==> config.mk <==
export PLATFORM = sky130hd
export DESIGN_NAME = muldiv_unit
export DESIGN_NICKNAME = d
export VERILOG_FILES = /design/src/rtl/muldiv_unit_pkg.sv /design/src/rtl/muldiv_unit.sv
export SDC_FILE = /design/constraint.sdc
export NUM_CORES = 1
export LEC_CHECK = 0
export CAP_MARGIN = 5
export CORE_MARGIN = 1
export CORE_UTILIZATION = 54
export DETAILED_ROUTE_END_ITERATION = 10
export PLACE_DENSITY = 0.75
export SLEW_MARGIN = 20
export SYNTH_ARGS = -nofsm -noshare
export SYNTH_HDL_FRONTEND = slang
export SYNTH_SLANG_ARGS = --single-unit
==> constraint.sdc <==
create_clock -name clock -period 4.1 [get_ports clock]
set_input_delay 0.615 -clock clock [delete_from_list [all_inputs] [get_ports clock]]
set_output_delay 0.615 -clock clock [all_outputs]
set_load 0.02 [all_outputs]
==> src/rtl/muldiv_unit_pkg.sv <==
// Shared opcode and state encodings for the iterative multiply/divide unit.
package muldiv_unit_pkg;

    localparam logic [1:0] MD_MULT  = 2'b00;
    localparam logic [1:0] MD_MULTU = 2'b01;
    localparam logic [1:0] MD_DIV   = 2'b10;
    localparam logic [1:0] MD_DIVU  = 2'b11;

    typedef enum logic [1:0] {
        MD_IDLE = 2'b00,
        MD_CALC = 2'b01,
        MD_SIGN = 2'b10
    } md_state_e;

endpackage

==> src/rtl/muldiv_unit.sv <==
// Iterative MULT/MULTU/DIV/DIVU with architectural HI/LO; one result bit per clock,
// N iterations plus a sign-fix cycle, start/busy/done handshake.
module muldiv_unit
    import muldiv_unit_pkg::*;
#(
    parameter int N = 32
) (
    input  logic         clock,
    input  logic         reset,
    input  logic         start,
    input  logic [1:0]   op,
    input  logic [N-1:0] inA,
    input  logic [N-1:0] inB,
    input  logic         flush,
    input  logic         hi_wen,
    input  logic         lo_wen,
    input  logic [N-1:0] wd,
    output logic [N-1:0] hi,
    output logic [N-1:0] lo,
    output logic         busy,
    output logic         done
);

    localparam int              CW   = $clog2(N);
    localparam int              AW   = 2 * N + 1;
    localparam logic [CW-1:0]   LAST = CW'(N - 1);

    md_state_e     state_q;
    logic [CW-1:0] count_q;
    logic [AW-1:0] acc_q;
    logic [N-1:0]  opnd_q;
    logic [N-1:0]  hi_q;
    logic [N-1:0]  lo_q;
    logic          div_q;
    logic          neg_res_q;
    logic          neg_a_q;
    logic          busy_q;
    logic          done_q;

    logic          op_signed_d;
    logic          a_neg_d;
    logic          b_neg_d;
    logic [N-1:0]  a_mag_d;
    logic [N-1:0]  b_mag_d;

    assign op_signed_d = (op == MD_MULT) || (op == MD_DIV);
    assign a_neg_d     = op_signed_d & inA[N-1];
    assign b_neg_d     = op_signed_d & inB[N-1];
    assign a_mag_d     = a_neg_d ? -inA : inA;
    assign b_mag_d     = b_neg_d ? -inB : inB;

    // Multiply: acc = {carry, partial high, multiplier shifting out}; addend is opnd_q.
    logic [N:0]    mul_sum_d;
    logic [AW-1:0] mul_next_d;

    assign mul_sum_d  = {1'b0, acc_q[2*N-1:N]} + {1'b0, opnd_q};
    assign mul_next_d = acc_q[0] ? {1'b0, mul_sum_d, acc_q[N-1:1]}
                                 : {1'b0, acc_q[AW-1:1]};

    // Divide: acc = {partial remainder, dividend bits shifting into quotient}; divisor is opnd_q.
    logic [N:0]    div_shift_d;
    logic [N:0]    div_diff_d;
    logic          div_ge_d;
    logic [AW-1:0] div_next_d;

    assign div_shift_d = {acc_q[2*N-1:N], acc_q[N-1]};
    assign div_diff_d  = div_shift_d - {1'b0, opnd_q};
    assign div_ge_d    = div_shift_d >= {1'b0, opnd_q};
    assign div_next_d  = div_ge_d ? {div_diff_d,  acc_q[N-2:0], 1'b1}
                                  : {div_shift_d, acc_q[N-2:0], 1'b0};

    // A zero divisor leaves quotient all ones and remainder = |dividend|; the
    // remainder's dividend-sign fix then restores inA exactly as it was given.
    logic [2*N-1:0] prod_fix_d;
    logic [N-1:0]   quot_fix_d;
    logic [N-1:0]   rem_fix_d;
    logic [N-1:0]   res_hi_d;
    logic [N-1:0]   res_lo_d;

    assign prod_fix_d = neg_res_q ? -acc_q[2*N-1:0] : acc_q[2*N-1:0];
    assign quot_fix_d = (neg_res_q && (opnd_q != '0)) ? -acc_q[N-1:0] : acc_q[N-1:0];
    assign rem_fix_d  = neg_a_q ? -acc_q[2*N-1:N] : acc_q[2*N-1:N];
    assign res_hi_d   = div_q ? rem_fix_d  : prod_fix_d[2*N-1:N];
    assign res_lo_d   = div_q ? quot_fix_d : prod_fix_d[N-1:0];

    // NOTE: sequential state uses non-blocking assignments so every register
    // samples pre-edge values regardless of statement order.
    always_ff @(posedge clock or negedge reset) begin
        if (!reset) begin
            state_q   <= MD_IDLE;
            count_q   <= '0;
            acc_q     <= '0;
            opnd_q    <= '0;
            hi_q      <= '0;
            lo_q      <= '0;
            div_q     <= 1'b0;
            neg_res_q <= 1'b0;
            neg_a_q   <= 1'b0;
            busy_q    <= 1'b0;
            done_q    <= 1'b0;
        end else begin
            done_q <= 1'b0;
            case (state_q)
                MD_IDLE: begin
                    if (hi_wen) hi_q <= wd;
                    if (lo_wen) lo_q <= wd;
                    if (start && !flush) begin
                        div_q     <= op[1];
                        neg_res_q <= a_neg_d ^ b_neg_d;
                        neg_a_q   <= a_neg_d;
                        opnd_q    <= op[1] ? b_mag_d : a_mag_d;
                        acc_q     <= {{(N+1){1'b0}}, (op[1] ? a_mag_d : b_mag_d)};
                        count_q   <= '0;
                        busy_q    <= 1'b1;
                        state_q   <= MD_CALC;
                    end
                end
                MD_CALC: begin
                    if (flush) begin
                        busy_q  <= 1'b0;
                        state_q <= MD_IDLE;
                    end else begin
                        acc_q   <= div_q ? div_next_d : mul_next_d;
                        count_q <= count_q + CW'(1);
                        if (count_q == LAST) state_q <= MD_SIGN;
                    end
                end
                MD_SIGN: begin
                    busy_q  <= 1'b0;
                    state_q <= MD_IDLE;
                    if (!flush) begin
                        hi_q   <= res_hi_d;
                        lo_q   <= res_lo_d;
                        done_q <= 1'b1;
                    end
                end
                default: begin
                    busy_q  <= 1'b0;
                    state_q <= MD_IDLE;
                end
            endcase
        end
    end

    assign hi   = hi_q;
    assign lo   = lo_q;
    assign busy = busy_q;
    assign done = done_q;

endmodule

==> results of run 1 <==
-- worst paths after layout --
check	startpoint	end	slack (ns)	depth (start not counted)
setup / recovery	acc_q[33]	acc_q[63]	0.50	11
setup reg to reg	acc_q[33]	acc_q[63]	0.50	11
max in group asynchronous	reset	acc_q[42]	3.07	2
min in group clock	hi[24]	hi[24]	0.48	2
hold / removal	reset	hi[31]	0.14	1
hold reg to reg	hi[24]	hi[24]	0.48	2
-- synthesized netlist by cell type, types with 29 or more instances --
| master | instances |
|---|---|
| o21ai_0 | 183 |
| nand3_1 | 32 |
| clkbuf_1 | 106 |
| nor2_1 | 214 |
| xor2_1 | 71 |
| nor4_1 | 29 |
| o31ai_1 | 37 |
| a21o_1 | 41 |
| xnor2_1 | 96 |
| ha_1 | 70 |
| nand2_1 | 218 |
| nor3_1 | 46 |
| mux2i_1 | 52 |
| inv_1 | 70 |
| a21oi_1 | 189 |
| dfrtp_1 | 173 |
| a211oi_1 | 30 |
-- critical path: cells and delay by family (launching register included) --
family	cells	cell delay, ns
AO/OA/AOI/OAI	8	2.21
flip-flops	1	0.51
adder cells (fa/ha/maj)	1	0.45
AND/OR/NAND/NOR	1	0.20
buffers and inverters	1	0.16
-- metal layers --
| layer | up-vias | GRT usage (%) | wire [um] |
|---|---|---|---|
| li1 | 7503 | - | - |
| met4 | 0 | 19.8 | 3070 |
| met1 | 7694 | 52.4 | 23700 |
| met2 | 865 | 61.2 | 25100 |
| met3 | 152 | 7.84 | 5360 |
| met5 | - | 0 | 0 |
-- logic make-up (layout without fill, tap and decap cells) --
logic type               after synthesis  count (layout)  synth area share (%)
AO/OA/AOI/OAI                        678             678                  27.7
multiplexers                          62              62                  4.12
adder cells (fa/ha/maj)               72              72                  5.96
XOR/XNOR                             167             167                  9.52
buffers and inverters                200             335                  5.06
AND/OR/NAND/NOR                      656             656                  19.5
flip-flops                           173             173                  28.2
-- final cells by class --
type                    instances  area, um^2
clock buffers                  18         429
clock inverters                14         141
fillers                      2448        9760
inverters                      73         274
multi-input cells            1635       10300
flip-flops and latches        173        4330
well taps                     378         473
repair buffers                230        2160
-- sequential cells by signal, summed over array words and instances, names as in the netlist --
name and flops:
acc_q 65, hi 32, lo 32, opnd_q 32
count_q 5, state_q 2, busy 1, div_q 1
done 1, neg_a_q 1, neg_res_q 1
-- where the power goes --
part / total (mW) / leakage [nW] / internal (mW) / switching, mW
registers: 2.71 / 2.12 / 2.07 / 0.646
logic: 6.78 / 5.33 / 2.74 / 4.04
clock network: 1.66 / 0.270 / 0.812 / 0.846
total: 11.1 / 7.72 / 5.62 / 5.53
-- stage by stage --
| step | cell area (um^2) | utilization [%] | worst slack [ns] |
|---|---|---|---|
| floorplan | 15400 | - | 1.14 |
| global placement | 17500 | 62.9 | 0.517 |
| detailed placement | 17500 | 62.9 | 0.497 |
| CTS | 18100 | 65.0 | 0.625 |
| global route | 18100 | 65.0 | 0.303 |
| finish | 18100 | 65.0 | 0.498 |
==> results.toml, run 1 <==
[timing]
grt_setup_unrepaired = "no"
fin_crit_sh_pct = 87.9
finClkSkew_ns = 0.0160
min_period_ns = 3.60
fmax_ghz = 0.278
finalHoldViolations = 0
tightest_slew_ns = 1.02
setup_tns_ns = 0
drv_slew = 0
whs_ns = 0.143
finalSetupViolCount = 0
relSlewSlack_pct = 31.6

[setup_path]
cp_cell_sequence = "inv_1 > fa_1 > nand2b_1 > a21oi_1 > o21ai_0 > o22ai_1 > a41oi_1 > o21ai_0 > a31oi_1 > o31ai_1 > o311a_1"
crit_path_max_fanout = 8
worstPathArrival_ns = 3.98
timing.critical_path.from_type = "flop"
crit_top_cell = "o21ai_0"
required_ns = 4.48
crit_slowest_cell = "dfrtp_1"
slowest_delay_ns = 0.51
end_kind = "flop"
critical_path_class = "reg -> reg"

[synthesis]
avgSynthCellArea_um2 = 7.65
ys_types = 80
synth_edf_count = 0
ys_seq_area_share_pct = 28.2
ys_ff_latch = 173
synth_top_area_share_pct = 28.2
synth_area_um2 = 15400
netlist_top_cells_area = "dfrtp_1 (28%), a21oi_1 (6.2%), o21ai_0 (6.0%)"
syn_inst = 2008
synth_flop_cell = "dfrtp_1"
yosys_warnings = 0
syn_nets = 2184
async_flop_share_pct = 100
synth_largest_area_cell = "dfrtp_1"

[floorplanning]
dieArea_um2 = 29100
rows = 61
chipWidth_um = 171
start_util_pct = 55.2
core_um2 = 27900
pin_count = 170
die_y_um = 171

[route]
dr.pass1.iters = 6
drcViolationCount = 0
viasPerCell = 6.43
wl_per_cell_um = 22.7
num_vias = 16214
drt_iter0_drc = 1857
ant_nets = 0
drt_wl_total_mm = 57.3

[layout]
mostFrequentLayoutCell = "nand2_1"
nets = 2306
area_growth_syn_to_layout_pct = 17.8
stdcell_count = 2521
layout-drive-gt1-share_pct = 6.39
final_cell_mix = "nand2_1 (218), nor2_1 (212), a21oi_1 (187), o21ai_0 (183), dfrtp_1 (172)"
antenna_cells = 0

[cts]
cts_setup_buffers = 0
htree_num_levels = 4
cts_resized = 0
root_buffer = "clkbuf_16"
cts_hold_buf = 0
cts_buffer_depth = 2
cts_num_sinks = 173
clock_latency_ns = 0.45
clk_pin_slew_ns = 0.07
cts_tree = "done"
numCtsBuffers = 17

[placement]
port_buffers = 169
dpl.cell_count = 2489
post-dp-hpwl_mm = 44.5
place_congestion = 1.03

[power]
p_leak_nw = 7.72
ir_drop_uv = 481
power.density_nw_per_um2 = 616
finalPower_mw = 11.1

[grt]
antenna_found_initial = 0
grt_usage_pct = 39.5
grt-ovfl-total = 0
grt_start_max_net_pins = 80
grt_pass1_vias = 14707
grt_pass1_wl_mm = 86.5

[worst_hold_path]
hold_class = "in -> async"

[outcome]
outcome = "finished clean"

[run]
maxCapViolCount = 0
Note: power is estimated with default switching activity, not from simulation.
==> run 2: changes to the inputs <==
- CORE_MARGIN: 1 -> not set
==> results of run 2 <==
No change in the layout: final DEF, timing and power equal those of run 1.
